$ cat src/rtl/script_sequencer.sv
// Script executor: fetches 16-bit instructions from an async ROM at pc and runs
// nop/action/jump/wait/halt, in free-run or single-step mode.
module script_sequencer #(
  parameter int PC_W     = 8,
  parameter int PC_STEP  = 2,
  parameter int FB_W     = 8,
  parameter int TICK_DIV = 16
) (
  input  logic            clk,
  input  logic            res,
  input  logic [15:0]     script,
  input  logic            run_mode,
  input  logic            step_pulse,
  input  logic [FB_W-1:0] feedback,
  input  logic            act_ready,
  output logic [PC_W-1:0] pc,
  output logic            act_valid,
  output logic [7:0]      act_target,
  output logic [1:0]      act_func,
  output logic            busy,
  output logic            done,
  output logic            err
);
  localparam int TW = (TICK_DIV > 1) ? $clog2(TICK_DIV) : 1;
  localparam logic [TW-1:0] TICK_LAST = TW'(TICK_DIV - 1);

  typedef enum logic [2:0] {
    S_IDLE, S_FETCH, S_EXEC, S_ACT, S_WAIT, S_HALT, S_ERR
  } state_t;

  state_t          state_q, state_d;
  logic [PC_W-1:0] pc_q, pc_d;
  logic [15:0]     ir_q, ir_d;
  logic [7:0]      ticks_q, ticks_d;
  logic [TW-1:0]   tdiv_q, tdiv_d;
  logic            act_valid_q, act_valid_d;
  logic [7:0]      act_target_q, act_target_d;
  logic [1:0]      act_func_q, act_func_d;
  logic            busy_q, busy_d;
  logic            done_q, done_d;
  logic            err_q, err_d;

  logic [7:0]       i_num;
  logic [2:0]       i_sign;
  logic [1:0]       func;
  logic [2:0]       op_code;
  logic [FB_W+7:0]  fb_ext;
  logic [PC_W+7:0]  tgt_ext;
  logic             fb_bit;
  logic [PC_W-1:0]  pc_inc, pc_tgt;

  assign i_num   = ir_q[15:8];
  assign i_sign  = ir_q[7:5];
  assign func    = ir_q[4:3];
  assign op_code = ir_q[2:0];
  // Zero padding makes out-of-range feedback indices read as 0 and widens i_num to pc.
  assign fb_ext  = {8'b0, feedback};
  assign tgt_ext = {{PC_W{1'b0}}, i_num};
  assign pc_tgt  = tgt_ext[PC_W-1:0];
  assign pc_inc  = pc_q + PC_W'(PC_STEP);

  always_comb begin
    fb_bit = 1'b0;
    for (int i = 0; i < 8; i++)
      if (i_sign == 3'(i)) fb_bit = fb_ext[i];
  end

  always_comb begin
    state_d      = state_q;
    pc_d         = pc_q;
    ir_d         = ir_q;
    ticks_d      = ticks_q;
    tdiv_d       = tdiv_q;
    act_valid_d  = act_valid_q;
    act_target_d = act_target_q;
    act_func_d   = act_func_q;
    done_d       = done_q;
    err_d        = err_q;
    unique case (state_q)
      S_IDLE:  if (run_mode || step_pulse) state_d = S_FETCH;
      S_FETCH: begin
        ir_d    = script;
        state_d = S_EXEC;
      end
      S_EXEC: begin
        unique case (op_code)
          3'b000: begin
            pc_d    = pc_inc;
            state_d = S_IDLE;
          end
          3'b001: begin
            act_valid_d  = 1'b1;
            act_target_d = i_num;
            act_func_d   = func;
            state_d      = S_ACT;
          end
          3'b010: begin
            state_d = S_IDLE;
            unique case (func)
              2'b00:   pc_d = pc_tgt;
              2'b01:   pc_d = fb_bit ? pc_tgt : pc_inc;
              2'b10:   pc_d = fb_bit ? pc_inc : pc_tgt;
              default: begin
                err_d   = 1'b1;
                state_d = S_ERR;
              end
            endcase
          end
          3'b011: begin
            ticks_d = i_num;
            tdiv_d  = TICK_LAST;
            if (func == 2'b11) begin
              err_d   = 1'b1;
              state_d = S_ERR;
            end else begin
              state_d = S_WAIT;
            end
          end
          3'b100: begin
            done_d  = 1'b1;
            state_d = S_HALT;
          end
          default: begin
            err_d   = 1'b1;
            state_d = S_ERR;
          end
        endcase
      end
      S_ACT: if (act_ready) begin
        act_valid_d = 1'b0;
        pc_d        = pc_inc;
        state_d     = S_IDLE;
      end
      S_WAIT: begin
        if (func == 2'b00) begin
          // Last cycle of the last tick retires the wait: exactly i_num*TICK_DIV cycles.
          if (ticks_q == 8'd0 || (ticks_q == 8'd1 && tdiv_q == '0)) begin
            pc_d    = pc_inc;
            state_d = S_IDLE;
          end else if (tdiv_q == '0) begin
            tdiv_d  = TICK_LAST;
            ticks_d = ticks_q - 8'd1;
          end else begin
            tdiv_d = tdiv_q - TW'(1);
          end
        end else if ((func == 2'b01) ? fb_bit : !fb_bit) begin
          pc_d    = pc_inc;
          state_d = S_IDLE;
        end
      end
      default: state_d = state_q;
    endcase
    busy_d = !(state_d inside {S_IDLE, S_HALT, S_ERR});
  end

  always_ff @(posedge clk) begin
    if (!res) begin
      state_q      <= S_IDLE;
      pc_q         <= '0;
      ir_q         <= '0;
      ticks_q      <= '0;
      tdiv_q       <= '0;
      act_valid_q  <= 1'b0;
      act_target_q <= '0;
      act_func_q   <= '0;
      busy_q       <= 1'b0;
      done_q       <= 1'b0;
      err_q        <= 1'b0;
    end else begin
      state_q      <= state_d;
      pc_q         <= pc_d;
      ir_q         <= ir_d;
      ticks_q      <= ticks_d;
      tdiv_q       <= tdiv_d;
      act_valid_q  <= act_valid_d;
      act_target_q <= act_target_d;
      act_func_q   <= act_func_d;
      busy_q       <= busy_d;
      done_q       <= done_d;
      err_q        <= err_d;
    end
  end

  assign pc         = pc_q;
  assign act_valid  = act_valid_q;
  assign act_target = act_target_q;
  assign act_func   = act_func_q;
  assign busy       = busy_q;
  assign done       = done_q;
  assign err        = err_q;
endmodule

$ cat config.mk
export PLATFORM = sky130hd
export DESIGN_NAME = script_sequencer
export DESIGN_NICKNAME = d
export VERILOG_FILES = /design/src/rtl/script_sequencer.sv
export SDC_FILE = /design/constraint.sdc
export NUM_CORES = 1
export LEC_CHECK = 0
export BUFFER_PORTS_ARGS = -buffer_cell sky130_fd_sc_hd__buf_4
export CORE_MARGIN = 2
export CORE_UTILIZATION = 30
export CTS_BUF_LIST = sky130_fd_sc_hd__clkbuf_8 sky130_fd_sc_hd__clkbuf_16
export CTS_CLUSTER_SIZE = 24
export DETAILED_ROUTE_END_ITERATION = 10
export SKIP_LAST_GASP = 1
export SYNTH_ARGS = -nofsm -noshare
export SYNTH_HDL_FRONTEND = slang
export SYNTH_SLANG_ARGS = --single-unit
$ cat constraint.sdc
create_clock -name clk -period 5.15 [get_ports clk]
set_input_delay 1.2875 -clock clk [delete_from_list [all_inputs] [get_ports clk]]
set_output_delay 1.2875 -clock clk [all_outputs]
set_load 0.01 [all_outputs]
# Word level (Yosys, flattened, before mapping)
# Index checks and enable logic that the tools add are counted.
[word_totals]
word_cells = 116
ff_bits = 53
[classes]
eq_ne = 33
bitwise_logic = 1
addsub = 3
n_reduce_logical = 25
muxes = 43
[ops]
columns = ["operator", "count"]
rows = [
  ["2-to-1 mux 8 bit", 10],
  ["case mux 8 bit (3 select lines)", 2],
  ["case mux 8 bit (2 select lines)", 2],
  ["case mux 3 bit (5 select lines)", 2],
  ["equality test 3 bit (second input constant)", 8],
  ["equality test 3 x 2 -> 1 bit (second input constant)", 6],
  ["2-to-1 mux 3 bit", 6],
  ["2-to-1 mux 4 bit", 4],
  ["inequality test 2 bit (second input constant)", 7],
  ["2-to-1 mux 1 bit", 13],
  ["logical NOT 3 bit", 4],
  ["equality test 3 x 1 -> 1 bit (second input constant)", 3],
  ["adder 8 x 2 -> 8 bit (second input constant)", 1],
  ["equality test 8 x 1 -> 1 bit (second input constant)", 1],
  ["logical NOT 8 bit", 1],
  ["case mux 4 bit (2 select lines)", 1],
  ["AND reduction 4 bit", 2],
  ["subtractor 8 x 1 -> 8 bit (second input constant)", 1],
  ["inequality test 3 bit (second input constant)", 2],
  ["AND reduction 6 bit", 1],
  ["nonzero test 3 bit", 2],
  ["OR reduction 3 bit", 2],
  ["inequality test 5 bit (second input constant)", 1],
  ["AND reduction 5 bit", 1],
  ["17 further kinds", 22],
]

# Longest topological paths before layout
# Gate-level depths: netlist of run 1.
[depth]
depth_word = 17
depth_mapped = 10
depth_no_buf = 8

# Worst setup path before layout of run 1
# No wires, ideal clock.
[synth_path]
kind = "input to register"
start = "in feedback[6]"
end = "reg pc_q[0], in the netlist pc[0]"
slack_ns = 2.220
stages = 7
arrival_time_ns = 2.815
path_cell_list = "mux4_2 > mux2i_4 > xor2_1 > o31a_1 > buf_4 > and4bb_1 > o21a_1"
[synth_between]
elab_chain_cells = 6
elab_cells_between_ends = 11
[synth_rtl]
columns = ["element", "line", "rtl"]
rows = [
  ["from (decl)", "14", "input logic [FB_W-1:0] feedback,"],
  ["2-to-1 mux 1 bit * (2 in a row)", "65", "if (i_sign == 3'(i)) fb_bit = fb_ext[i];"],
  ["2-to-1 mux 8 bit (tied with other cells)", "102", "2'b10: pc_d = fb_bit ? pc_inc : pc_tgt;"],
  ["case mux 8 bit (3 select lines) or 2-to-1 mux 1 bit (tied branches)", "99, 146", ""],
  ["case mux 8 bit (2 select lines) or inequality test 3 bit (tied branches)", "-", ""],
  ["case mux 8 bit (3 select lines) or AND reduction 6 bit (tied branches)", "-", ""],
  ["to (signal assigned)", "171", "pc_q <= pc_d;"],
  ["to (decl)", "32", "logic [PC_W-1:0] pc_q, pc_d;"],
]
# Every way passes the cells marked *; elsewhere a longest branch is shown, timed or not.
# A chain may end at the register's enable or synchronous reset.

# Worst setup path after layout of run 1
[layout_path]
start = "in feedback[6]"
end = "reg pc_q[6], in the netlist pc[6]"
# The elaborated chain is that of the path after synthesis.

==> flow_summary.yaml, run 1 <==
outcome:
  status: "complete, no violations"
finish:
  final_cells: 504
  num_antenna_cells: 0
  final_util_pct: 36.4
  seq_area_um2: 1060
  nFillCells: 983
  drive_above_1_share_pct: 19.1
  nets: 431
  area_delta_synth_final_pct: 18.6
  multi_input_area_um2: 1610
  final_area_um2: 3350
grt:
  grt_pass1_wl_mm: 11.6
  grt_max_degree: 30
  antenna_found_initial: 0
  grt_overflow: 0
  track_usage_pct: 14.3
  grt_pass1_vias: 2326
routing:
  top_layer_used: "met4"
  wl_met2_mm: 3.14
  final_antenna_net_count: 0
  drtIter0Drc: 141
  drc: 0
  wl_per_cell_um: 13.7
  drt_pass1_iterations: 5
  routed_wl_mm: 6.92
  viasPerCell: 5.12
  vias: 2578
  met3_wirelength_um: 397
  met1Wirelength_mm: 3.28
synth:
  netlist.area_leader.share_pct: 37.6
  ys.warnings.count: 0
  synth_cell_types: 59
  syn_nets: 394
  yosysSeqAreaShare_pct: 37.6
  synth_top_area_cell: "dfxtp_1"
  synthTopCellsByArea: "dfxtp_1, a21oi_1, nand2_1"
  synthCells: 355
  synthFlopType: "dfxtp_1"
  syn-cell-area_um2: 2820
  synth_enable_flop_cells: 0
  async_reset_ff_share_pct: 0
  synth_area_per_cell_um2: 7.95
  ys_seq_elements: 53
job:
  drv_cap: 0
clock_tree:
  cts.reportedPaths.clkPinSlew_ps: 110
  htree_levels: 2
  numCtsBuffers: 5
  cts_root_buf: "clkbuf_8"
  postCtsHoldBufs: 0
  tritoncts: "built"
  post_cts_buffers: 0
  clkLatencyLatePin_ps: 320
  cts_resized: 0
  clock-sinks: 53
  clock_path_buffers: 2
placement:
  dp.cells: 496
  io_buffers: 50
  hpwl_mm: 4.92
  placed_area_um2: 3250
  gp_congestion: 0.784
sta:
  fin_skew_ps: 9.02
  hold_violations: 0
  grt_setup_unrepaired: "no"
  relSlewSlack_pct: 33.1
  final.min_clock_period_ps: 3140
  finalSetupViolCount: 0
  fin_crit_sh_pct: 60.9
  worst_pin_slew_ps: 1000
  max_freq_mhz: 319
  report.final.slew_viol_count: 0
  tns_ps: 0
critical_path:
  critical_path.cell_chain: "buf_4, mux4_2, mux2i_4, xor2_1, o31a_1, nand3_1, a41oi_2"
  cp_data_required_time_ps: 5390
  crit_fanout: 21
  path_class: "input port to flop"
  worstSetupStartpointType: "input port"
  cp_slowest_cell: "o31a_1"
  max_stage_delay_ps: 620
  end_kind: "flop"
  arrival_ps: 3380
power_and_ir_drop:
  ir_drop_mv: 0.112
  pwr_density_cell_nw_per_um2: 255
  power.leakage_nw: 1.20
floorplanning:
  io_pins: 51
  start_util_pct: 30.7
  num_rows: 35
  chipWidth_um: 101
  dieHeight_um: 101
  coreArea_um2: 9200
  dieArea_um2: 10200
worst_hold_path:
  hold_path.class: "flop to flop"
[power breakdown]
part,total (mW),internal (mW),switching (mW)
Sequential,0.454,0.427,0.0268
Clock,0.255,0.0996,0.155
Combinational,0.143,0.0628,0.0805
Total,0.852,0.590,0.262
[state kept, by name (all words and copies together), names as in the netlist, 2 cells and up]
name	count
tdiv_q	4
ir_q	16
act_target	8
act_func	2
pc	8
state_q	3
ticks_q	8
[Yosys cell counts, drive strengths merged, types with 2 or more instances]
library cell,number
dfxtp,53
nand3b,3
nor3,5
ha,10
xor2,3
nor2b,4
nand3,29
o211ai,2
nand2,60
and2,5
nor3b,5
or2,5
buf,6
a41oi,5
mux4,2
clkbuf,16
inv,13
a21oi,45
nand4,3
a22oi,2
nor2,22
a211oi,3
mux2i,3
a211o,2
nand2b,7
a21o,3
a31oi,4
o21ai,15
[placed cells by master (no fill, tap or decap), types with 4 or more instances in the layout]
master	instances
dfxtp_1	53
and2_1	5
nor2_1	22
a21oi_1	45
nand2b_1	7
nand2_1	60
inv_1	13
o21ai_0	6
nand3_1	29
buf_4	52
clkbuf_8	5
nor3_1	5
o21ai_1	8
ha_1	10
nor2b_1	4
[layer usage]
layer / global-route usage [%] / vias to the layer above
met5: 0 / -
met4: 4.99 / 0
met3: 2.43 / 8
met2: 22.1 / 65
met1: 20.3 / 1187
li1: - / 1318
[stage by stage]
step                      total power, mW  worst slack [ps]  hold WS (ps)
final                               0.852              2010           464
after global routing                0.896              1840           489
after CTS                           0.860              2040           465
after detailed placement            0.607              1690           450
after global placement              0.604              1840           449
after floorplan                     0.557              2220           427
[cells by family (layout without fill, tap and decap cells)]
kind of cell	count (synthesis)	after routing	synth area share, %
AOI/OAI and AO/OA	92	92	21.1
xor gates and xnor gates	3	3	0.931
adders and majority gates	10	10	4.43
buffers and inverters	36	74	5.37
DFF	53	53	37.6
muxes	5	5	3.10
and+or+nand+nor	156	156	27.5
[area by class of cell]
cell class	instances	share of cell area [%]
clock buffers	5	2.06
clock inverters	3	0.785
inverters	14	1.57
multi-input cells	266	48.1
flip-flops and latches	53	31.7
well taps	111	4.15
repair buffers	52	11.7
[critical path: cells and delay by family]
kind | cells | cell delay [ps]
muxes | 2 | 710
xor gates and xnor gates | 1 | 230
buffers and inverters | 1 | 100
and+or+nand+nor | 1 | 190
AOI/OAI and AO/OA | 2 | 840
[worst paths after layout]
kind                                                from                  endpoint  slack, ps  depth (start not counted)
worst max-delay path                         feedback[6]        pc[6]$_SDFFE_PN0P_       2010                          7
worst min-delay path            act_func[0]$_SDFFE_PN0P_  act_func[0]$_SDFFE_PN0P_        460                          2
worst max register to register     state_q[2]$_SDFF_PN0_        pc[6]$_SDFFE_PN0P_       2300                          6
worst min register to register  act_func[0]$_SDFFE_PN0P_  act_func[0]$_SDFFE_PN0P_        460                          2
Note: power is estimated with default switching activity, not from simulation.
==> inputs of run 2 (changes only) <==
--- a/config.mk
+++ b/config.mk
@@ -5,6 +5,7 @@
 export SDC_FILE = /design/constraint.sdc
 export NUM_CORES = 1
 export LEC_CHECK = 0
+export ABC_AREA = 1
 export BUFFER_PORTS_ARGS = -buffer_cell sky130_fd_sc_hd__buf_4
 export CORE_MARGIN = 2
 export CORE_UTILIZATION = 30
==> constraint.sdc (replaced) <==
create_clock -name clk -period 3.1 [get_ports clk]
set_input_delay 0.775 -clock clk [delete_from_list [all_inputs] [get_ports clk]]
set_output_delay 0.775 -clock clk [all_outputs]
set_load 0.01 [all_outputs]
==> flow_summary.yaml, run 2 <==
outcome:
  status: "complete, no violations"
job:
  drv_cap: 0
floorplanning:
  chipWidth_um: 105
  dieHeight_um: 105
  dieArea_um2: 11100
  num_rows: 36
  coreArea_um2: 9860
  start_util_pct: 31.2
  io_pins: 51
clock_tree:
  htree_levels: 2
  clock-sinks: 53
  tritoncts: "built"
  postCtsHoldBufs: 0
  post_cts_buffers: 0
  clock_path_buffers: 2
  cts_root_buf: "clkbuf_8"
  cts_resized: 0
  cts.reportedPaths.clkPinSlew_ps: 100
  clkLatencyLatePin_ps: 320
  numCtsBuffers: 5
synth:
  synthXorXnorAreaFrac_pct: 2.28
  ys.warnings.count: 0
  synthFlopType: "dfxtp_1"
  synthAdderAreaFrac_pct: 4.07
  synth_top_family_by_area: "simple AND/OR/NAND/NOR gates"
  syn_nets: 484
  synthTopCellsByArea: "dfxtp_1, a21oi_1, nand2_1"
  synth_cell_types: 38
  syn-cell-area_um2: 3070
  synth_top_area_cell: "dfxtp_1"
  synth_enable_flop_cells: 0
  synthCells: 445
  muxShareOfSynthArea_pct: 0
  ys_seq_elements: 53
  yosysSeqAreaShare_pct: 34.5
  yosys.area_share.simple_pct: 28.3
  synth_area_per_cell_um2: 6.91
  synth-compound-area-share_pct: 19.9
  synth_most_common_cell: "nand2_1"
  synth_commonest_cells: "nand2_1, inv_1, a21oi_1"
  async_reset_ff_share_pct: 0
  netlist.area_leader.share_pct: 34.5
sta:
  report.final.slew_viol_count: 0
  relSlewSlack_pct: 65.4
  worst_pin_slew_ps: 518
  fin_crit_sh_pct: 62.7
  fin_skew_ps: 9.44
  final.min_clock_period_ps: 1940
  tns_ps: 0
  hold_violations: 0
  finalSetupViolCount: 0
  grt_setup_unrepaired: "no"
  max_freq_mhz: 514
critical_path:
  end_kind: "flop"
  critPathMostFrequentCell: "inv_1"
  critical_path.cell_chain: "inv_1, ha_1, inv_1, a31o_2, a21oi_4, a21boi_1, nand2_1, a21oi_1"
  path_class: "flop to flop"
  worstSetupStartpointType: "flop"
  cp_data_required_time_ps: 3350
  rr_startpoint: "ir_q[4]$_SDFFE_PN0P_"
  path_buf_inv: 2
  r2r_end: "pc[1]$_SDFFE_PN0P_"
  max_stage_delay_ps: 340
  cp_slowest_cell: "dfxtp_1"
  crit_family: "compound AO/OA/AOI/OAI gates"
  rrSetupSlack_ps: 1160
  reg2regPathDepth: 8
  crit_fanout: 6
  arrival_ps: 2190
  crit_start: "ir_q[4]$_SDFFE_PN0P_"
finish:
  final_common_cell: "nand2_1"
  nets: 527
  final_cell_mix: "nand2_1, inv_1, a21oi_1"
  largest_register_ffs: 16
  num_antenna_cells: 0
  final_cells: 622
  nFillCells: 1040
  drive_above_1_share_pct: 18.6
  area_delta_synth_final_pct: 19.1
  regMostFlops: "ir_q"
power_and_ir_drop:
  ir_drop_mv: 0.229
  pwr_density_cell_nw_per_um2: 552
  power.leakage_nw: 1.66
routing:
  drc: 0
  viasPerCell: 4.75
  final_antenna_net_count: 0
  routed_wl_mm: 7.68
  drtIter0Drc: 107
  drt_pass1_iterations: 4
  vias: 2953
  wl_per_cell_um: 12.3
grt:
  use_met2_pct: 24.1
  grt_overflow: 0
  grt_pass1_vias: 2793
  grt_max_degree: 47
  grt_use_met3_pct: 2.78
  grt.busiest_layer: "met2"
  grtUsageMet1_pct: 18.4
  grt_pass1_wl_mm: 13.1
  antenna_found_initial: 0
  track_usage_pct: 14.1
placement:
  dp.cells: 614
  gp_congestion: 0.839
  io_buffers: 50
  hpwl_mm: 5.82
worst_hold_path:
  hold_path.class: "flop to flop"
  hold_depth: 2
  hold_start: "act_valid$_SDFFE_PN0P_"
  min_to: "act_valid$_SDFFE_PN0P_"
[run 2: cell count changes after synthesis, sizes merged, moves of 6 or more]
cell / delta
a21oi: +11
clkbuf: -6
inv: +55
nand2: +18
nand2b: -7
nand3: +22
nor2: +10
nor3: +6
o21ai: +32
[run 2: metal layers]
layer | up-vias | share of wire, % | wire length, µm
met5 | - | 0 | 0
met4 | 0 | 0.94 | 72
met3 | 6 | 4.8 | 368
met2 | 68 | 47 | 3620
met1 | 1321 | 47 | 3610
li1 | 1558 | - | -
[run 2: cell families (layout without fill, tap and decap cells)]
| kind of cell | after synthesis | in the layout |
|---|---|---|
| AND/OR/NAND/NOR | 177 | 177 |
| flip-flops | 53 | 53 |
| XOR/XNOR | 8 | 8 |
| AO/OA/AOI/OAI | 114 | 114 |
| adder cells (fa/ha/maj) | 10 | 10 |
| buffers and inverters | 83 | 127 |
[run 2: cell type report]
type	instances	area (µm²)	area share [%]
multi-input cells	309	1670	45.8
well taps	133	166	4.55
clock inverters	3	47.5	1.30
flip-flops and latches	53	1060	29.0
repair buffers	51	383	10.5
inverters	68	258	7.05
clock buffers	5	68.8	1.88
[run 2: worst register-to-register path, cell delays in order (launching register included)]
cell,delay (ps)
dfxtp_1,340
inv_1,130
ha_1,310
inv_1,130
a31o_2,270
a21oi_4,230
a21boi_1,270
nand2_1,80
a21oi_1,110
[run 2: stage by stage]
stage                     power, mW  util (%)  cell area [µm²]  setup slack [ps]  hold slack (ps)
after global routing           2.17      37.1             3660               980              488
after detailed placement       1.53      35.9             3540               844              460
after global placement         1.52      35.9             3540               913              456
after CTS                      2.04      37.1             3660              1160              478
after floorplan                1.35         -             3070              1290              444
final                          2.02      37.1             3660              1160              470
[run 2: power by group]
part           internal, mW  leakage (nW)  switching [mW]
clock network         0.247        0.0591           0.254
logic                 0.259          1.17           0.434
registers             0.760         0.433          0.0641
[run 2: worst max path at each step]
stage,to,slack [ps],cells after the start
2_1_floorplan,pc[5]$_SDFFE_PN0P_,1290,12
4_1_cts,pc[1]$_SDFFE_PN0P_,1160,8
5_1_grt,pc[6]$_SDFFE_PN0P_,980,13
3_3_place_gp,pc[3]$_SDFFE_PN0P_,910,13
6_report,pc[1]$_SDFFE_PN0P_,1160,8
3_5_place_dp,pc[3]$_SDFFE_PN0P_,840,13
==> inputs of run 3 (changes only) <==
==> constraint.sdc (replaced) <==
create_clock -name clk -period 1.83 [get_ports clk]
set_input_delay 0.4575 -clock clk [delete_from_list [all_inputs] [get_ports clk]]
set_output_delay 0.4575 -clock clk [all_outputs]
set_load 0.01 [all_outputs]
==> flow_summary.yaml, run 3 (synthesized netlist as in run 2, its figures left out) <==
outcome:
  status: "complete, no violations"
power_and_ir_drop:
  pwr_density_cell_nw_per_um2: 905
  power.leakage_nw: 1.75
  power_mw: 3.48
  ir_drop_mv: 0.335
sta:
  hold_violations: 0
  finalSetupViolCount: 0
  max_freq_mhz: 593
  relSlewSlack_pct: 76.4
  report.final.slew_viol_count: 0
  fin_skew_ps: 6.72
  grt_setup_unrepaired: "yes"
  tns_ps: 0
  fin_crit_sh_pct: 92.2
  worst_pin_slew_ps: 353
  final.min_clock_period_ps: 1690
critical_path:
  arrival_ps: 1900
  max_stage_delay_ps: 400
  reg2regPathDepth: 9
  path_buf_inv: 2
  path_class: "flop to flop"
  critical_path.cell_chain: "nor2_2, nand2_4, inv_2, nor3_4, inv_2, nand2_1, nand3_1, a21oi_1, nor2_1"
  crit_family: "simple AND/OR/NAND/NOR gates"
  crit_fanout: 10
  worstSetupStartpointType: "flop"
  cp_data_required_time_ps: 2040
  cp.depth: 9
  cp_slowest_cell: "dfxtp_2"
  critPathMostFrequentCell: "inv_2"
  end_kind: "flop"
floorplanning:
  io_pins: 51
  coreArea_um2: 9860
  chipWidth_um: 105
  dieArea_um2: 11100
  dieHeight_um: 105
  num_rows: 36
  start_util_pct: 31.2
job:
  drv_cap: 0
finish:
  final_area_um2: 3840
  area_delta_synth_final_pct: 25.0
  num_antenna_cells: 0
  regMostFlops: "ir_q"
  final_common_cell: "nand2_1"
  final_cell_mix: "nand2_1, buf_4, inv_1"
  largest_register_ffs: 16
  final_util_pct: 38.9
  seq_area_um2: 1070
  drive_above_1_share_pct: 24.7
  nets: 545
  nFillCells: 1040
  multi_input_area_um2: 1720
clock_tree:
  clock-sinks: 53
  clock_path_buffers: 2
  htree_levels: 2
  clkLatencyLatePin_ps: 320
  tritoncts: "built"
  cts.reportedPaths.clkPinSlew_ps: 110
  cts_root_buf: "clkbuf_8"
  numCtsBuffers: 5
routing:
  drt_pass1_iterations: 4
  drc: 0
  vias: 3031
  viasPerCell: 4.74
  drtIter0Drc: 133
  routed_wl_mm: 8.04
  wl_per_cell_um: 12.6
  final_antenna_net_count: 0
worst_hold_path:
  hold_path.class: "input port to flop"
  hold_depth: 4
grt:
  track_usage_pct: 14.5
  grt_overflow: 0
  grt_pass1_vias: 2818
  grt_max_degree: 33
  grt_pass1_wl_mm: 13.3
  antenna_found_initial: 0
placement:
  io_buffers: 50
  gp_congestion: 0.888
  placed_area_um2: 3670
  hpwl_mm: 6.03
[run 3: cell count changes in the layout (fill, tap and decap cells not counted), moves of 2 or more]
cell | previous run | this run
buf_4 | 51 | 67
dfxtp_2 | 0 | 5
inv_1 | 60 | 57
dfxtp_1 | 53 | 48
nor2_1 | 28 | 26
ha_2 | 0 | 2
inv_2 | 7 | 10
ha_1 | 10 | 8
[run 3: final cells by class]
cell class	instances	share of cell area (%)
Clock buffer	5	1.79
Clock inverter	3	0.749
Inverter	68	6.71
Multi-Input combinational cell	309	44.7
Sequential cell	53	27.8
Tap cell	133	4.33
Timing Repair Buffer	69	13.9
[run 3: worst min-delay path: cells and delay by family]
family | cells | cell delay [ps]
simple gates | 2 | 90
compound gates | 1 | 50
buf+inv | 1 | 90
[run 3: worst paths after layout]
path / from / endpoint / slack, ps
hold / removal: act_ready / act_valid$_SDFFE_PN0P_ / 410
setup reg to reg: state_q[0]$_SDFF_PN0_ / pc[2]$_SDFFE_PN0P_ / 140
hold reg to reg: act_valid$_SDFFE_PN0P_ / act_valid$_SDFFE_PN0P_ / 470
setup / recovery: state_q[0]$_SDFF_PN0_ / pc[2]$_SDFFE_PN0P_ / 140
[run 3: where the power goes]
part	switching, mW	total (mW)	internal [mW]
registers	0.113	1.40	1.29
logic	0.786	1.32	0.536
clock network	0.462	0.750	0.288
[run 3: repair_timing]
item,in CTS,in global routing
gates resized for setup,0,20
buffers inserted,0,2
endpoints found under the setup margin,0,18
hold buffers,0,0
[run 3: metrics by stage]
stage / worst slack (ps) / hold WS, ps / cells
2_1_floorplan: 196 / 444 / 445
3_3_place_gp: 91.6 / 457 / 630
3_5_place_dp: 74.6 / 459 / 630
4_1_cts: 60.4 / 403 / 638
5_1_grt: -65.0 / 406 / 640
6_report: 144 / 406 / 640
[run 3: per-layer routing]
layer	vias up	track usage, %	part of all wire, %
met2	58	24.6	47
met3	6	2.47	4.0
met4	0	2.76	0.77
met5	-	0	0
met1	1378	19.3	48
li1	1589	-	-
